### src/rtl/bin2ascii_seq.sv
// Sequential binary-to-ASCII decimal formatter: one double-dabble step per clock,
// followed by one formatting cycle that applies blanking and overflow marking.
module bin2ascii_seq #(
  parameter int P_WIDTH  = 16,
  parameter int P_DIGITS = 5,
  parameter int P_BLANK  = 1
) (
  input  logic                    i_clk,
  input  logic                    i_rst_n,
  input  logic                    i_start,
  input  logic [P_WIDTH-1:0]      i_data_in,
  output logic [8*P_DIGITS-1:0]   o_digits,
  output logic                    o_valid,
  output logic                    o_busy,
  output logic                    o_ovf
);

  localparam int L_BCD = 4 * P_DIGITS;
  localparam int L_CNT = $clog2(P_WIDTH + 1);

  typedef enum logic [1:0] {
    ST_IDLE   = 2'd0,
    ST_SHIFT  = 2'd1,
    ST_FORMAT = 2'd2
  } state_t;

  state_t                  state_q, state_d;
  logic [P_WIDTH-1:0]      bin_q, bin_d;
  logic [L_BCD-1:0]        bcd_q, bcd_d, bcd_adj_s;
  logic [L_CNT-1:0]        cnt_q, cnt_d;
  logic                    ovf_q, ovf_d;
  logic [8*P_DIGITS-1:0]   digits_q, digits_d, fmt_s;
  logic                    valid_q, valid_d;
  logic                    busy_q, busy_d;
  logic                    ovf_out_q, ovf_out_d;

  function automatic logic [7:0] nib2ascii(input logic [3:0] nib);
    logic [7:0] chr;
    case (nib)
      4'd0, 4'd1, 4'd2, 4'd3, 4'd4,
      4'd5, 4'd6, 4'd7, 4'd8, 4'd9: chr = {4'h3, nib};
      default:                      chr = 8'h3F;
    endcase
    return chr;
  endfunction

  // Add-3 correction on every nibble that would reach 10 or more after the shift
  always_comb begin
    bcd_adj_s = '0;
    for (int i = 0; i < P_DIGITS; i++) begin
      if (bcd_q[4*i +: 4] >= 4'd5) begin
        bcd_adj_s[4*i +: 4] = bcd_q[4*i +: 4] + 4'd3;
      end else begin
        bcd_adj_s[4*i +: 4] = bcd_q[4*i +: 4];
      end
    end
  end

  // Character mapping: leading-zero blanking from the top down, units never blanked
  always_comb begin
    logic lead_s;
    fmt_s  = '0;
    lead_s = (P_BLANK != 0);
    for (int i = P_DIGITS - 1; i >= 1; i--) begin
      if (lead_s && (bcd_q[4*i +: 4] == 4'd0)) begin
        fmt_s[8*i +: 8] = 8'h20;
      end else begin
        lead_s          = 1'b0;
        fmt_s[8*i +: 8] = nib2ascii(bcd_q[4*i +: 4]);
      end
    end
    fmt_s[7:0] = nib2ascii(bcd_q[3:0]);
    if (ovf_q) begin
      fmt_s = {P_DIGITS{8'h3F}};
    end else begin
      fmt_s = fmt_s;
    end
  end

  // Next-state and datapath control
  always_comb begin
    state_d   = state_q;
    bin_d     = bin_q;
    bcd_d     = bcd_q;
    cnt_d     = cnt_q;
    ovf_d     = ovf_q;
    digits_d  = digits_q;
    ovf_out_d = ovf_out_q;
    valid_d   = 1'b0;
    case (state_q)
      ST_IDLE: begin
        if (i_start) begin
          bin_d   = i_data_in;
          bcd_d   = '0;
          ovf_d   = 1'b0;
          cnt_d   = L_CNT'(P_WIDTH);
          state_d = ST_SHIFT;
        end else begin
          state_d = ST_IDLE;
        end
      end
      ST_SHIFT: begin
        // a bit carried out of the top nibble means the value needs more digits
        bcd_d = {bcd_adj_s[L_BCD-2:0], bin_q[P_WIDTH-1]};
        bin_d = {bin_q[P_WIDTH-2:0], 1'b0};
        ovf_d = ovf_q | bcd_adj_s[L_BCD-1];
        cnt_d = cnt_q - L_CNT'(1);
        if (cnt_q == L_CNT'(1)) begin
          state_d = ST_FORMAT;
        end else begin
          state_d = ST_SHIFT;
        end
      end
      ST_FORMAT: begin
        digits_d  = fmt_s;
        ovf_out_d = ovf_q;
        valid_d   = 1'b1;
        state_d   = ST_IDLE;
      end
      default: begin
        state_d = ST_IDLE;
      end
    endcase
    busy_d = (state_d != ST_IDLE);
  end

  // State and output registers
  always_ff @(posedge i_clk or negedge i_rst_n) begin
    if (!i_rst_n) begin
      state_q   <= ST_IDLE;
      bin_q     <= '0;
      bcd_q     <= '0;
      cnt_q     <= '0;
      ovf_q     <= 1'b0;
      digits_q  <= {P_DIGITS{8'h30}};
      ovf_out_q <= 1'b0;
      valid_q   <= 1'b0;
      busy_q    <= 1'b0;
    end else begin
      state_q   <= state_d;
      bin_q     <= bin_d;
      bcd_q     <= bcd_d;
      cnt_q     <= cnt_d;
      ovf_q     <= ovf_d;
      digits_q  <= digits_d;
      ovf_out_q <= ovf_out_d;
      valid_q   <= valid_d;
      busy_q    <= busy_d;
    end
  end

  assign o_digits = digits_q;
  assign o_valid  = valid_q;
  assign o_busy   = busy_q;
  assign o_ovf    = ovf_out_q;

endmodule

### config.mk
export PLATFORM = sky130hd
export DESIGN_NAME = bin2ascii_seq
export DESIGN_NICKNAME = d
export VERILOG_FILES = /design/src/rtl/bin2ascii_seq.sv
export SDC_FILE = /design/constraint.sdc
export NUM_CORES = 1
export LEC_CHECK = 0
export BUFFER_PORTS_ARGS = -buffer_cell sky130_fd_sc_hd__buf_4
export CORE_MARGIN = 4
export CORE_UTILIZATION = 40
export DETAILED_ROUTE_END_ITERATION = 12
export PLACE_DENSITY_LB_ADDON = 0.25
export SLEW_MARGIN = 20
export SYNTH_ARGS = -nofsm -noshare
export SYNTH_HDL_FRONTEND = slang
export SYNTH_SLANG_ARGS = --single-unit
### constraint.sdc
create_clock -name i_clk -period 1.9 [get_ports i_clk]
set_input_delay 0.38 -clock i_clk [delete_from_list [all_inputs] [get_ports i_clk]]
set_output_delay 0.38 -clock i_clk [all_outputs]
set_load 0.005 [all_outputs]
==> results of run 1 <==
-- layer usage --
| layer | track usage [%] | routed length, microns |
|---|---|---|
| met1 | 19.61 | 3672 |
| met4 | 5.413 | 139 |
| met3 | 4.283 | 331 |
| met2 | 25.60 | 3941 |
| met5 | 0 | 0 |
-- worst max-delay path, cell delays in order (launching register included) --
cell                      delay, ns
sky130_fd_sc_hd__dfrtp_1       0.42
sky130_fd_sc_hd__inv_1         0.17
sky130_fd_sc_hd__ha_1          0.19
sky130_fd_sc_hd__nor3b_2       0.27
sky130_fd_sc_hd__nand3_2       0.20
sky130_fd_sc_hd__o21ai_4       0.21
sky130_fd_sc_hd__o21ai_0       0.15
-- worst max path at each step --
stage                                startpoint                       end  cells after the start
after floorplan           bcd_q[16]$_DFFE_PN0P_  o_digits[16]$_DFFE_PN0P_                      6
after global placement    bcd_q[16]$_DFFE_PN0P_   o_digits[9]$_DFFE_PN0P_                      6
after detailed placement  bcd_q[16]$_DFFE_PN0P_   o_digits[9]$_DFFE_PN0P_                      6
after CTS                 bcd_q[16]$_DFFE_PN0P_   o_digits[9]$_DFFE_PN0P_                      6
after global routing       state_q[0]$_DFF_PN0_      cnt_q[0]$_DFFE_PN0P_                      5
final                     bcd_q[16]$_DFFE_PN0P_   o_digits[9]$_DFFE_PN0P_                      6
-- power groups by stage --
stage | Sequential (mW) | Combinational [mW] | Clock [mW]
after floorplan | 2.52 | 2.33 | 0
after global placement | 2.70 | 3.19 | 0
after detailed placement | 2.72 | 3.25 | 0
after CTS | 2.70 | 3.28 | 1.47
after global routing | 2.81 | 3.71 | 1.55
final | 2.70 | 3.30 | 1.45
-- cell usage after synthesis (5+ instances only) --
cell type                   n  area [sq um]
sky130_fd_sc_hd__a22oi_1   15         112.6
sky130_fd_sc_hd__o21ai_0   43         215.2
sky130_fd_sc_hd__nor2b_1    5         31.28
sky130_fd_sc_hd__clkbuf_1  11         41.29
sky130_fd_sc_hd__buf_2      9         45.04
sky130_fd_sc_hd__o22ai_1    7         43.79
sky130_fd_sc_hd__o31ai_1    7         52.55
sky130_fd_sc_hd__buf_4     17         127.6
sky130_fd_sc_hd__inv_1     12         45.04
sky130_fd_sc_hd__nand2_1   34         127.6
sky130_fd_sc_hd__nor2_1    24         90.09
sky130_fd_sc_hd__a32o_1     5         50.05
sky130_fd_sc_hd__nand2b_1   8         50.05
sky130_fd_sc_hd__xnor2_1    5         43.79
sky130_fd_sc_hd__nor3_1     6         30.03
sky130_fd_sc_hd__a21oi_1   19         95.09
sky130_fd_sc_hd__ha_1      22         275.3
sky130_fd_sc_hd__dfrtp_1   67          1677
sky130_fd_sc_hd__o22a_1     5         43.79
-- sequential cells by signal, indices dropped and copies added (netlist names) --
signal,count
bcd_q,20
bin_q,16
cnt_q,5
o_busy,1
o_digits,24
o_ovf,1
o_valid,1
ovf_q,1
state_q,2
-- kinds of logic (layout without fill, tap and decap cells) --
| group | count (synthesis) | after routing |
|---|---|---|
| and+or+nand+nor | 93 | 93 |
| AOI/OAI and AO/OA | 120 | 120 |
| buffers and inverters | 53 | 97 |
| adders and majority gates | 22 | 22 |
| muxes | 6 | 6 |
| DFF | 71 | 71 |
| xor gates and xnor gates | 9 | 9 |
| other | 2 | 16 |
-- metrics by stage --
step	utilization [%]	setup WS (ns)	instances	power, mW	instance area [sq um]
global placement	47.24	0.1594	525	5.886	4180
floorplan	-	0.2661	390	4.857	3760
finish	50.51	0.1389	542	7.446	4469
CTS	50.08	0.01455	542	7.447	4432
detailed placement	47.24	0.04882	525	5.979	4180
global route	50.51	0.001918	542	8.071	4469
-- final cells by class --
class | instances | area, sq um | area share (%)
flip-flops and latches | 71 | 1782 | 39.87
clock buffers | 12 | 165.2 | 3.695
inverters | 14 | 52.55 | 1.176
clock inverters | 4 | 76.32 | 1.708
multi-input cells | 266 | 1740 | 38.94
repair buffers | 67 | 518.0 | 11.59
well taps | 108 | 135.1 | 3.024
-- timing repair --
item                                   4_1_cts  5_1_grt
setup endpoints to repair                    0       10
gates resized for setup                      0        8
endpoints found under the hold margin       20        0
setup buffers                                0        0
hold buffers                                 1        0
==> impl.org, run 1 <==
** Outcome
- Outcome :: completed

** Detailed routing
- Routed WL :: 8.085 mm
- The final route contains 2879 vias.
- After the first detailed-routing iteration, the DRC count stood at 113.
- Final antenna-violating net count :: 0
- DRC violation count after routing :: 0
- In the routed layout, each cell is associated on average with a via count of 5.312.
- Routed wire length per instance :: 14.92 microns
- The first detailed-routing pass ran for 4 iterations.

** Floorplanning
- The die is 104.3 microns wide.
- Area of the core :: 0.008848 sq mm
- For this design the top-level I/O count stands at 62.
- In this run the core area contains 34 standard-cell rows.
- The die covers 0.01087 sq mm.
- Starting density of the core :: 41.90%
- Chip height :: 104.3 microns

** Power
- Per report_power, the clock group accounts for 19.4% of the total.
- In this run switching power makes up 38.20% of total power.
- Summed over all nets, the switching power comes to 2.844 mW.
- P_leak :: 2.095 nW
- Power density over the cells :: 1666 mW/mm^2
- Internal power comes to 4.602 mW.
- Combinational cells account for 44.3% of the total power.
- Sequential group share of total power :: 36.2%
- Across the VDD grid, the largest voltage drop is 0.5758 mV.

** Logic synthesis
- In the synthesized netlist, the number of instances is 376.
- In this run, synthesis inferred 0 flip-flops with an integrated enable.
- Cell area after synthesis :: 0.003707 sq mm
- Average cell area after synthesis :: 9.860 sq um
- After synthesis, the largest family of logic cells by area is compound AO/OA/AOI/OAI gates.
- FF+latch count, synth :: 71
- Sequential area share after synthesis :: 48.06%
- Post-Synth Simple-Gate Area :: 12.32%
- Most used DFF post-synth :: sky130_fd_sc_hd__dfrtp_1
- In the synthesized netlist, mux cells make up 1.755% of the area.
- For this run, asynchronously set or reset flops after synthesis account for 100.0%.
- Number of warnings issued by yosys :: 0
- Synth unique cells :: 49
- Compound-Gate Fraction of Synth Area :: 20.69%
- Adder and majority gate portion of the synthesized area :: 7.425%
- Summing the areas of all xor and xnor instances in the mapped netlist gives 2.126% of the synthesized area.

** Timing
- For the pin with the worst max-slew slack, the measured transition is 0.4914 ns.
- Setup repair after global routing missed its margin :: false
- Adding up every negative setup slack in the final design gives 0 ns.
- After layout, the worst path uses 92.69% of the clock period.
- Max-slew violations :: 0
- The number of hold violations in the final report came to 0.
- For the finished layout, the period the worst path requires is 1.761 ns.
- Worst-case hold slack :: 0.2624 ns
- In this run the tightest slew margin relative to its limit is 67.04%.
- Derived from the worst setup path, the maximum achievable clock frequency is 0.5678 GHz.
- Worst clock skew :: 0.006686 ns
- Setup violations remaining at the end of the flow were counted as 0.

** Clock tree
- Clock sink count :: 71
- Root buffer cell :: sky130_fd_sc_hd__clkbuf_8
- Clock tree from TritonCTS :: yes
- Max Root-Sink Buffers :: 2
- Number of clock buffers inserted by TritonCTS :: 9
- Clock slew at the register clock pins of the worst setup and hold paths :: 0.08 ns
- Source-to-sink clock delay at the later pin of the worst-skew pair :: 0.34 ns
- The clock tree synthesis step divided the H-tree into 3 levels.

** Layout
- Most frequent cells in the layout :: sky130_fd_sc_hd__dfrtp_1 (67), sky130_fd_sc_hd__buf_4 (65), sky130_fd_sc_hd__o21ai_0 (43)
- Number of diodes :: 0
- The post-route netlist has 23.27% of its cells at a drive strength greater than 1.
- Filler Cells Inserted :: 835
- Area Overhead vs Synth :: 20.55%
- The net count of the finished layout is 470.
- Most frequent standard cell in the layout excluding fill and tap cells :: sky130_fd_sc_hd__dfrtp_1

** Global route
- Global routing used 15.54% of the available tracks.
- The number of antenna violations at the first check in global routing came to 0.
- Via count of the first global-routing pass :: 2948
- First-pass GRT wire length :: 13.97 mm
- Maximum number of pins on one net before global-route repair :: 48
- Overflow after GRT :: 0

** Critical path
- For the worst setup path, the data required time is 2.10 ns.
- Worst reg-to-reg setup slack :: 0.14 ns
- Destination of the worst register-to-register timing path :: o_digits[9]$_DFFE_PN0P_
- STA classifies the critical path startpoint as a flop.
- Largest driver fanout on the critical path :: 5
- Length in cells of the worst reg-to-reg path :: 6
- Capturing element type of the critical path :: flop
- Source of the worst register-to-register timing path :: bcd_q[16]$_DFFE_PN0P_
- Data arrival time of the worst path :: 1.96 ns
- The worst setup path is of the flop to flop kind.

** Place
- Number of input and output port buffers inserted :: 45
- Detailed placement HPWL :: 5.590 mm
- Final RePlAce weighted congestion :: 0.8498

** Hold path
- Counting instances, the worst hold path has a depth of 2.
- The worst hold path belongs to the class input pin to flop.
- Hold path startpoint :: i_data_in[0]
- Endpoint with the worst hold slack :: bin_q[0]$_DFFE_PN0P_

** Job
- Max-cap viol count :: 0
Note: power is estimated with default switching activity, not from simulation.
==> run 2: changes to the inputs <==
Settings changed: CORE_ASPECT_RATIO from default to 1.25.
==> impl.org, run 2 (synthesis results as in run 1) <==
** Clock tree
- H-tree levels :: 3 (unchanged)
- The clock insertion delay at the later pin of the skew report is 0.33 ns (about the same).
- Clock sink count :: 71 (unchanged)
- TritonCTS built the clock tree.
- The clock transition at the registers of the reported paths was 0.05 ns (-0.03 ns).
- Root buffer cell :: sky130_fd_sc_hd__clkbuf_16
- The clock tree buffer depth came to 2 (unchanged).
- The number of buffers inserted during clock tree synthesis was 9 (unchanged).

** Detailed routing
- M1 wire length :: 3.613 mm (-1.6%)
- Violation count after the first detailed-routing iteration :: 86 (-24%)
- Routed vias :: 2804 (-2.6%)
- Routed WL :: 7.977 mm (-1.3%)
- DRC violation count after routing :: 0 (unchanged)
- Routed via count divided by cell count :: 5.043 (-5.1%)
- The final antenna-violating net count is 0 (unchanged).
- Number of detailed-routing iterations run before antenna repair :: 4 (unchanged)
- WL met3 :: 410 microns (+24%)
- Metal2 WL :: 3.814 mm (-3.2%)
- The detailed router used layers up to and including met4.
- Routed wire length per instance :: 14.35 microns (-3.8%)

** Critical path
- STA classifies the critical path endpoint as a flop.
- In this run the worst setup path begins at bcd_q[12]$_DFFE_PN0P_.
- The startpoint identified for the worst register-to-register timing path is bcd_q[12]$_DFFE_PN0P_.
- The logic depth of the worst register-to-register path was 6 (unchanged).
- By startpoint and endpoint, the worst setup path is classified as flop to flop.
- The worst path arrival time is 2.02 ns (+0.06 ns).
- CP Launch Type :: flop
- Largest driver fanout on the critical path :: 6 (+1)
- The reg2reg setup slack came to 0.14 ns (about the same).
- The required time of the worst setup path came to 2.16 ns (+0.06 ns).

** Place
- The setup slack at placement came to 0.08214 ns (+0.03332 ns).
- Number of placed instances with taps included :: 539 (+2.7%)
- The number of buffer cells added on primary ports came to 45 (unchanged).
- The global placement routability congestion came to 0.8049 (-5.3%).
- The instance area at placement is 0.004192 sq mm (+0.27%).
- The half-perimeter wire length after detailed placement came to 5.581 mm (-0.16%).

** Timing
- The actual slew at the worst max-slew pin was 0.4798 ns (-0.01166 ns).
- The fmax is 0.5672 GHz (-0.11%).
- The smallest setup slack after layout was 0.1370 ns (-0.001892 ns).
- Worst-case hold slack :: 0.2672 ns (+0.004786 ns)
- The final period utilization came to 92.79% (+0.10 points).
- The number of hold violations in the final report came to 0 (unchanged).
- Final count of negative-setup-slack endpoints :: 0 (unchanged)
- The worst setup skew after layout came to 0.004496 ns (-0.002190 ns).
- The worst slew margin relative to its limit was 67.19% (+0.15 points).
- The total count of max-transition violations in the final report came to 0 (unchanged).
- Setup repair after global routing left no endpoint under its margin.
- The post-route minimum period is 1.763 ns (+0.001892 ns).
- Total negative setup slack :: 0 ns (unchanged)

** Global route
- Maximum number of pins on one net before global-route repair :: 42 (-13%)
- First-pass GRT wire length :: 13.20 mm (-5.5%)
- The number of global-route vias before repair is 2692 (-8.7%).
- The total congestion overflow after global routing came to 0 (unchanged).
- Number of antenna violations at the first check in global routing :: 0 (unchanged)
- All-Layer GR Usage :: 15.66% (+0.11 points)

** Floorplanning
- Die Width :: 94.11 microns (-9.7%)
- Total Die Area :: 0.01088 sq mm (about the same)
- The floorplan die height is 115.6 microns (+11%).
- The count of standard-cell rows is 39 (+15%).
- The top-level port count is 62 (unchanged).
- Area of the core :: 0.009076 sq mm (+2.6%)
- The initial cell density of the core came to 40.85% (-1.1 points).

** Power
- Combinational share of power :: 43.2% (-1.1 points)
- The power density over cell area was 1679 mW/mm^2 (+0.77%).
- P_leak :: 2.104 nW (+0.44%)
- The share of total power in sequential cells was 36.1% (about the same).
- The final total power was 7.550 mW (+1.4%).
- The maximum VDD drop came to 0.6644 mV (+15%).
- Share of total power in the clock network :: 20.8% (+1.4 points)
- The switching part of the total power is 37.74% (-0.46 points).
- Switching power summed over all nets :: 2.849 mW (+0.16%)
- The internal cell power is 4.701 mW (+2.1%).

** Layout
- Share of cells above drive strength 1 :: 21.94% (-1.3 points)
- The number of flip-flops in the largest register came to 24 (unchanged).
- Relative to the synthesized area, the layout overhead comes to 21.30%.
- Number of diodes :: 0 (unchanged)
- Final standard cell utilization of the core :: 49.55% (-0.96 points)
- Most frequent cells in the layout :: sky130_fd_sc_hd__dfrtp_1 (67), sky130_fd_sc_hd__buf_4 (64), sky130_fd_sc_hd__o21ai_0 (43)
- Final standard cell count with taps included and fillers excluded :: 556 (+2.6%)
- The final-stage net count was 469 (-0.21%).
- The number of fill cells in the layout came to 884 (+5.9%).
- Post-layout instance area :: 0.004497 sq mm (+0.62%)
- Most frequent standard cell in the layout excluding fill and tap cells :: sky130_fd_sc_hd__dfrtp_1

** Outcome
- The run finished with clean final reports.

** Job
- Max-cap viol count :: 0 (unchanged)

** Hold path
- The startpoint identified for the worst hold timing path is i_data_in[0].
- Worst Hold Class :: input pin to flop
- Hold Path Depth :: 2 (unchanged)
[run 2: layer usage]
metal	vias up	global-route usage [%]
li1	1393	-
met1	1351	19.94
met2	51	24.96
met3	9	4.481
met4	0	6.647
met5	-	0
[run 2: area by class of cell]
type | instances | area (sq um) | share of cell area [%]
clock buffers | 13 | 260.3 | 5.787
multi-input cells | 266 | 1720 | 38.26
repair buffers | 66 | 510.5 | 11.35
inverters | 14 | 52.55 | 1.169
well taps | 123 | 153.9 | 3.422
clock inverters | 3 | 17.52 | 0.3895
flip-flops and latches | 71 | 1782 | 39.62
[run 2: path summary, 6_finish.rpt]
path / endpoint
max: o_digits[25]$_DFFE_PN0P_
min: bin_q[0]$_DFFE_PN0P_
max reg2reg: o_digits[25]$_DFFE_PN0P_
min reg2reg: o_digits[18]$_DFFE_PN0P_
max in group asynchronous: o_digits[24]$_DFFE_PN0P_
min in group asynchronous: o_valid$_DFF_PN0_
[run 2: critical path, stage by stage, from the launching register on]
cell and delay (ns):
sky130_fd_sc_hd__dfrtp_1 0.39, sky130_fd_sc_hd__inv_1 0.11, sky130_fd_sc_hd__ha_1 0.29, sky130_fd_sc_hd__nor4_1 0.39, sky130_fd_sc_hd__o22a_1 0.24, sky130_fd_sc_hd__o21ai_0 0.10
sky130_fd_sc_hd__a21oi_1 0.16
[run 2: power groups by stage]
stage	clock [mW]	combinational (mW)	sequential (mW)
finish	1.57	3.26	2.72
CTS	1.61	3.28	2.73
global placement	0	3.19	2.72
floorplan	0	2.33	2.52
detailed placement	0	3.26	2.75
global route	1.68	3.70	2.83
[run 2: timing repair]
action | in CTS | in global routing
buffers inserted | 0 | 0
endpoints found under the setup margin | 0 | 7
endpoints found under the hold margin | 26 | 0
hold buffers | 1 | 0
gates resized for setup | 0 | 3
==> run 3: changes to the inputs <==
Settings changed: CORE_MARGIN 4 to default, CTS_CLUSTER_SIZE from default to 28.
==> impl.org, run 3 (synthesis results as in run 1) <==
** Detailed routing
- The highest metal layer carrying signal wires in the routed design is met4.
- The first-pass iteration count of the detailed router came to 4 (unchanged).
- The number of vias per cell came to 5.114 (+1.4%).
- Final antenna-violating net count :: 0 (unchanged)
- The post-detailed-route DRC marker count came to 0 (unchanged).
- The routed length on met3 is 224 microns (-45%).
- The wire length after detailed routing is 7.613 mm (-4.6%).
- The number of vias in the routed layout came to 2833 (+1.0%).
- The detailed-route wire length per cell was 13.74 microns (-4.2%).
- Violation count after the first detailed-routing iteration :: 118 (+37%)
- The routed length on met2 was 3.831 mm (+0.45%).
- M1 wire length :: 3.450 mm (-4.5%)

** Layout
- Most frequent cells in the layout :: sky130_fd_sc_hd__dfrtp_1 (67), sky130_fd_sc_hd__buf_4 (65), sky130_fd_sc_hd__o21ai_0 (43)
- The number of fill cells in the layout was 846 (-4.3%).
- Post-layout instance area :: 0.004451 sq mm (-1.0%)
- The flip-flop and latch area is 0.001782 sq mm (unchanged).
- Final standard cell utilization of the core :: 50.33% (+0.78 points)
- The count of antenna diodes in the layout came to 0 (unchanged).
- The library cell used most frequently in the layout, excluding fill and tap cells, is sky130_fd_sc_hd__dfrtp_1.
- Final #Nets :: 470 (+0.21%)
- Area Overhead vs Synth :: 20.05%
- Flip-flop count of the largest register, all copies and words added :: 24 (unchanged)
- Final standard cell count with taps included and fillers excluded :: 554 (-0.36%)
- The total area of multi-input combinational cells came to 0.001727 sq mm (+0.36%).
- The share of post-route cells with drive strength above 1 came to 22.81% (+0.87 points).

** Power
- The final total power was 7.303 mW (-3.3%).
- The leakage power came to 2.091 nW (-0.63%).
- The maximum VDD drop was 0.6198 mV (-6.7%).
- The power density over cell area was 1641 mW/mm^2 (-2.3%).

** Clock tree
- The TritonCTS sink count is 71 (unchanged).
- In this run the clock root is driven by a sky130_fd_sc_hd__clkbuf_8.
- H-tree levels :: 3 (unchanged)
- Max Root-Sink Buffers :: 2 (unchanged)
- The clock transition at the registers of the reported paths came to 0.08 ns (+0.03 ns).
- Number of clock buffers inserted by TritonCTS :: 9 (unchanged)
- Clock tree from TritonCTS :: yes
- The number of setup buffers added after CTS came to 0 (unchanged).
- The clock insertion delay at the later pin of the skew report was 0.35 ns (+0.02 ns).

** Timing
- The hold slack is 0.2615 ns (-0.005643 ns).
- Max-slew violations :: 0 (unchanged)
- The fmax came to 0.5746 GHz (+1.3%).
- The post-route minimum period was 1.740 ns (-0.02256 ns).
- The sum of negative setup slack came to 0 ns (unchanged).
- Setup repair after global routing left no endpoint under its margin.
- The count of final setup violators came to 0 (unchanged).
- Smallest setup slack after layout :: 0.1595 ns (+0.02256 ns)
- The number of hold violations in the final report came to 0 (unchanged).
- The worst setup skew after layout came to 0.01153 ns (+0.007038 ns).
- The final period utilization was 91.60% (-1.2 points).

** Global route
- The overall fraction of global-route tracks in use came to 17.20% (+1.5 points).
- The total congestion overflow after global routing came to 0 (unchanged).
- Via count of the first global-routing pass :: 2735 (+1.6%)
- First-pass GRT wire length :: 12.75 mm (-3.4%)
- Number of antenna violations at the first check in global routing :: 0 (unchanged)
- The pin count of the biggest net entering global routing came to 49 (+17%).

** Place
- The instance area at placement came to 0.004195 sq mm (about the same).
- The number of buffer cells added on primary ports is 45 (unchanged).
- The global placement routability congestion came to 0.7728 (-4.0%).
- Post-Place Setup Slack :: 0.07122 ns (-0.01092 ns)
- The half-perimeter wire length after detailed placement is 5.425 mm (-2.8%).
- The placed instance count is 537 (-0.37%).

** Floorplanning
- Die Width :: 88.11 microns (-6.4%)
- Row count :: 38 (-2.6%)
- Number of top-level design ports :: 62 (unchanged)
- Chip height :: 109.6 microns (-5.2%)
- Area of the core :: 0.008843 sq mm (-2.6%)
- The initial cell density of the core was 41.92% (+1.1 points).
- Total Die Area :: 0.009660 sq mm (-11%)

** Critical path
- In this run the critical register-to-register path is launched from bcd_q[12]$_DFFE_PN0P_.
- Destination of the worst register-to-register timing path :: bcd_q[14]$_DFFE_PN0P_
- STA classifies the critical path startpoint as a flop.
- The worst setup path is of the flop to flop kind.
- The reg2reg setup slack was 0.16 ns (+0.02 ns).
- The most critical setup path has its startpoint at bcd_q[12]$_DFFE_PN0P_.
- The worst path arrival time is 2.02 ns (about the same).
- Capturing element type of the critical path :: flop
- The required time of the worst setup path came to 2.17 ns (about the same).
- Length in cells of the worst reg-to-reg path :: 6 (unchanged)
- The highest net fanout along the worst path was 6 (unchanged).
- The most critical setup path has its endpoint at bcd_q[14]$_DFFE_PN0P_.

** Outcome
- The run finished with clean final reports.

** Job
- The total of max-cap violations was 0 (unchanged).

** Hold path
- Worst Hold Class :: input pin to flop
run 3: changes by cell type in the layout (fill, tap and decap cells not counted):
cell / change
sky130_fd_sc_hd__buf_4: +1
sky130_fd_sc_hd__clkbuf_8: +8
sky130_fd_sc_hd__bufinv_16: +2
sky130_fd_sc_hd__clkbuf_16: -9
sky130_fd_sc_hd__clkinvlp_4: -1
sky130_fd_sc_hd__clkinv_2: +1
sky130_fd_sc_hd__clkinv_4: +1
sky130_fd_sc_hd__nor4_2: +1
sky130_fd_sc_hd__clkbuf_1: -2
sky130_fd_sc_hd__nor4_1: -1
run 3: worst min-delay path by stage:
stage,to,start,cells past startpoint,slack [ns]
2_1_floorplan,bcd_q[0]$_DFFE_PN0P_,i_rst_n,0,0.08
3_3_place_gp,o_digits[27]$_DFFE_PN0P_,i_rst_n,1,0.30
3_5_place_dp,o_digits[27]$_DFFE_PN0P_,i_rst_n,1,0.30
4_1_cts,bin_q[0]$_DFFE_PN0P_,i_data_in[0],2,0.24
5_1_grt,bin_q[0]$_DFFE_PN0P_,i_data_in[0],2,0.26
6_report,bin_q[0]$_DFFE_PN0P_,i_data_in[0],2,0.26
run 3: layout make-up:
class,count,share of cell area (%)
clock inverters,6,1.884
inverters,14,1.181
repair buffers,67,11.64
multi-input cells,266,38.80
well taps,120,3.374
flip-flops and latches,71,40.03
clock buffers,10,3.092
run 3: worst max-delay path: stages, from the launching register on:
cell,delay [ns]
sky130_fd_sc_hd__dfrtp_1,0.42
sky130_fd_sc_hd__inv_1,0.16
sky130_fd_sc_hd__ha_1,0.30
sky130_fd_sc_hd__nand2b_1,0.09
sky130_fd_sc_hd__a21oi_1,0.21
sky130_fd_sc_hd__mux2_2,0.35
sky130_fd_sc_hd__o21ai_0,0.14
run 3: per-layer routing:
| layer | vias to the layer above | track usage [%] |
|---|---|---|
| met5 | - | 0 |
| li1 | 1397 | - |
| met4 | 0 | 6.221 |
| met3 | 11 | 4.054 |
| met1 | 1373 | 21.05 |
| met2 | 52 | 29.40 |
run 3: power by group:
| group | internal (mW) | leakage [nW] | switching (mW) | total [mW] |
|---|---|---|---|---|
| combinational | 1.60 | 1.07 | 1.65 | 3.25 |
| clock | 0.770 | 0.116 | 0.577 | 1.35 |
| sequential | 2.15 | 0.901 | 0.551 | 2.70 |
| total | 4.52 | 2.09 | 2.78 | 7.30 |
run 3: repair_timing:
| item | CTS | global route |
|---|---|---|
| endpoints found under the setup margin | 0 | 9 |
| gates resized for setup | 0 | 4 |
| hold endpoints to repair | 19 | 0 |
| hold buffers | 1 | 0 |
